===== src/rtl/stream_fifo.sv =====
// stream_fifo: valid/ready stream buffer with DEPTH entries of elasticity,
// first-word-fall-through output and a synchronous flush.
// Optional build macro STREAM_FIFO_LEVEL_EN adds the level/almost_full outputs.
module stream_fifo #(
  parameter int DATA_W = 32,
  parameter int DEPTH  = 8
) (
  input  logic              clk,
  input  logic              rst_n,
  input  logic              flush,
  input  logic              s_valid,
  output logic              s_ready,
  input  logic [DATA_W-1:0] s_data,
  output logic              m_valid,
  input  logic              m_ready,
  output logic [DATA_W-1:0] m_data
`ifdef STREAM_FIFO_LEVEL_EN
  ,
  output logic [$clog2(DEPTH):0] level,
  output logic                   almost_full
`endif
);

  localparam int PW = $clog2(DEPTH);
  localparam int CW = PW + 1;
  localparam logic [CW-1:0] DEPTH_C = CW'(DEPTH);

  if (DEPTH < 2 || (DEPTH & (DEPTH - 1)) != 0) begin : g_bad_depth
    $error("stream_fifo: DEPTH must be a power of two and >= 2");
  end
  if (DATA_W < 1) begin : g_bad_width
    $error("stream_fifo: DATA_W must be >= 1");
  end

  logic [DATA_W-1:0] mem_q [DEPTH];
  logic [PW-1:0]     wr_ptr_q, wr_ptr_d;
  logic [PW-1:0]     rd_ptr_q, rd_ptr_d;
  logic [CW-1:0]     count_q, count_d;
  logic              s_ready_q, s_ready_d;
  logic              push, pop;

  assign m_valid = (count_q != '0);
  assign m_data  = m_valid ? mem_q[rd_ptr_q] : '0;
  assign s_ready = s_ready_q;
  assign push    = s_valid & s_ready_q;
  assign pop     = m_valid & m_ready;

`ifdef STREAM_FIFO_LEVEL_EN
  assign level       = count_q;
  assign almost_full = (count_q >= DEPTH_C - CW'(1));
`endif

  // Next-state for pointers, occupancy and the registered s_ready; flush wins.
  always_comb begin
    wr_ptr_d = wr_ptr_q;
    rd_ptr_d = rd_ptr_q;
    count_d  = count_q;
    if (flush) begin
      wr_ptr_d = '0;
      rd_ptr_d = '0;
      count_d  = '0;
    end else begin
      if (push) wr_ptr_d = wr_ptr_q + PW'(1);
      if (pop)  rd_ptr_d = rd_ptr_q + PW'(1);
      case ({push, pop})
        2'b10:   count_d = count_q + CW'(1);
        2'b01:   count_d = count_q - CW'(1);
        default: count_d = count_q;
      endcase
    end
    s_ready_d = (count_d < DEPTH_C) & ~flush;
  end

  // Control state register; s_ready stays low until the first edge after reset.
  always_ff @(posedge clk or negedge rst_n) begin
    if (!rst_n) begin
      wr_ptr_q  <= '0;
      rd_ptr_q  <= '0;
      count_q   <= '0;
      s_ready_q <= 1'b0;
    end else begin
      wr_ptr_q  <= wr_ptr_d;
      rd_ptr_q  <= rd_ptr_d;
      count_q   <= count_d;
      s_ready_q <= s_ready_d;
    end
  end

  // Payload storage, not reset; data presented during a flush is dropped.
  always_ff @(posedge clk) begin
    if (push && !flush) mem_q[wr_ptr_q] <= s_data;
  end

endmodule


===== config.mk =====
export PLATFORM = sky130hd
export DESIGN_NAME = stream_fifo
export DESIGN_NICKNAME = d
export VERILOG_FILES = /design/src/rtl/stream_fifo.sv
export SDC_FILE = /design/constraint.sdc
export NUM_CORES = 1
export LEC_CHECK = 0
export BUFFER_PORTS_ARGS = -buffer_cell sky130_fd_sc_hd__buf_2
export CAP_MARGIN = 25
export CORE_MARGIN = 2
export CORE_UTILIZATION = 40
export DETAILED_ROUTE_END_ITERATION = 10
export PLACE_DENSITY = 0.68
export SYNTH_ARGS = -nofsm -noshare
export SYNTH_HDL_FRONTEND = slang
export SYNTH_SLANG_ARGS = --single-unit

===== constraint.sdc =====
create_clock -name clk -period 3.9 [get_ports clk]
set_input_delay 0.78 -clock clk [delete_from_list [all_inputs] [get_ports clk]]
set_output_delay 0.78 -clock clk [all_outputs]
set_load 0.1 [all_outputs]

==> reports/results.ini <==
[cts]
cts_root_buffer=clkbuf_16
cts_tree=yes
cts_hold_buf=0
clkSinkCount=267
clockBufferDepth=3
cts_resized=0
cts_buffers=27
clk_latency_ns=0.53
cts_htree_levels=1
clk_pin_slew_ns=0.06
post_cts_buffers=0

[synth]
synth_nets=526
synth_cell_types=29
synth_top_cell_by_area=edfxtp_1
synth_ff_type=edfxtp_1
yosysWarnings=0
ys_seq_area_frac=0.7644
synth_edf_count=256
synth_cells=482
synth-async-reset-ratio=0.04120
netlist_area_um2=10420
yosysTopAreaCellShare=0.7379
syn_avg_cell_area_um2=21.61
synth.area.top_cells=edfxtp_1, mux4_2, mux2i_1
ys_ff_latch=267

[floorplanning]
dieArea_um2=27350
chipWidth_um=165.4
die_y_um=165.4
pin_count=71
coreArea_um2=25840
row_count=59
initial_core_util=0.4032

[place]
dpl.cell_count=882
port_buffers=70
routabilityCongestion=0.7194
postPlaceCellArea_um2=11330
place_ws_ns=1.003
place_hpwl_mm=12.10

[run_status]
status=complete, no violations

[min_path]
hold_path_class=in -> async

[routing]
vias=4871
postRouteAntennaNets=0
drc_errors=0
routed_via_density=5.232
detail_route.iter0.violations=400
routed_wl_mm=20.44
firstDrtPassIters=5
route.detailed.wl_per_inst_um=21.95

[power_and_ir_drop]
vdd_drop_max_v=0.0003127
p_per_area_nw_per_um2=472.1
p_leak_nw=3.901
p_total_mw=5.716

[layout]
final_common_cell=edfxtp_1
layout_common_cells=edfxtp_1, buf_2, mux4_2
fin_area_um2=12110
drive_above_1_share=0.3451
final_cells=931
area_delta_synth_final_pct=16.21
nFillCells=2137
regArea_um2=7971
nets=620
multiInputGateArea_um2=2364

[timing]
worst_pin_slew_ns=0.7577
post-route-period-util=0.8711
worst_slack_ns=0.5027
fin_setup_tns_ns=0
slew_headroom=0.4949
period_needed_ns=3.397
fmax_ghz=0.2944
rsz0062_at_grt=false
drv_slew=0
finalSetupViolCount=0
final_hold_viol_count=0
fin_worst_skew_ns=0.006843

[setup_path]
endpoint_kind=output pin
cp_slowest_cell=mux4_2
path_cells=buf_12 -> mux4_2 -> mux2i_1 -> nor2_1 -> buf_2
crit_path_start_kind=flop
cpPeakStageDelay_ns=0.56
worstPathArrival_ns=2.62
required_ns=3.12
cp_max_fo=66
crit_type=reg -> out

[global_route]
met2_usage=0.2576
antenna_found_initial=3
grt_use_total=0.1556
grt_pass1_wl_mm=31.23
grt_pass1_vias=5217
grt_max_degree=67
grt_overflow_total=0
grt_use_met3=0.03247
top_usage_layer=met2
met1_usage=0.2107

[run]
maxCapViolCount=0

## power by group
group	total [mW]	switching (mW)	leakage [nW]	internal [mW]
clock network	2.27	1.00	0.386	1.27
logic	0.277	0.199	1.06	0.0789
registers	3.17	0.00838	2.45	3.16
total	5.72	1.21	3.90	4.51
## worst max-delay path, delay by kind of cell (launching register included)
kind	cells	cell delay, ns
buf+inv	2	0.73
simple gates	1	0.08
mux	2	0.82
flops	1	0.41
## per-stage QoR
stage | hold slack, ns | util
after floorplan | 0.4844 | -
after global placement | 0.5729 | 0.4385
after detailed placement | 0.6055 | 0.4385
after CTS | 0.1046 | 0.4684
after global routing | 0.1276 | 0.4685
final | 0.1229 | 0.4686
## area by class of cell
class | count | share of cell area
inverters | 3 | 0.0009301
diodes | 2 | 0.0004134
repair buffers | 87 | 0.04671
well taps | 335 | 0.03462
clock inverters | 14 | 0.005994
multi-input cells | 190 | 0.1952
flip-flops and latches | 267 | 0.6584
clock buffers | 33 | 0.05767
## state kept, by name, summed over array words and instances, names as in the netlist
signal    flops
rd_ptr_q      3
wr_ptr_q      3
s_ready       1
count_q       4
mem_q       256
## logic make-up after synthesis
family	after synthesis	share of synthesized area
AOI/OAI and AO/OA	10	0.006846
adders and majority gates	7	0.008407
muxes	98	0.1710
DFF	267	0.7644
and+or+nand+nor	69	0.02907
xor gates and xnor gates	6	0.005044
buffers and inverters	25	0.01525
## cell usage after synthesis (2+ instances only)
master      n
nor2_1     48
nand3_1     3
ha_1        7
mux2i_1    34
xor2_1      5
nand2b_1    3
buf_6       4
nor3_1      3
buf_2      10
a21oi_1     5
inv_1       2
nand2_1     7
mux4_2     64
clkbuf_1    6
dfrtp_1    11
buf_8       2
edfxtp_1  256
## routing by layer
metal,vias up,part of all wire
met2,137,0.50
met1,2543,0.43
li1,2162,-
met5,-,0.00034
met3,27,0.060
met4,2,0.018
## path summary, 6_finish.rpt
path,start,end,slack [ns],depth (start not counted)
setup / recovery,rd_ptr_q[0],m_data[11],0.50,5
hold / removal,rst_n,count_q[3],0.12,1
setup reg to reg,count_q[1],s_ready,1.15,9
hold reg to reg,wr_ptr_q[0],wr_ptr_q[0],0.63,2
max in group asynchronous,rst_n,rd_ptr_q[0],3.53,1
min in group clk,s_data[22],mem_q[1][22],0.52,1
Note: power is estimated with default switching activity, not from simulation.
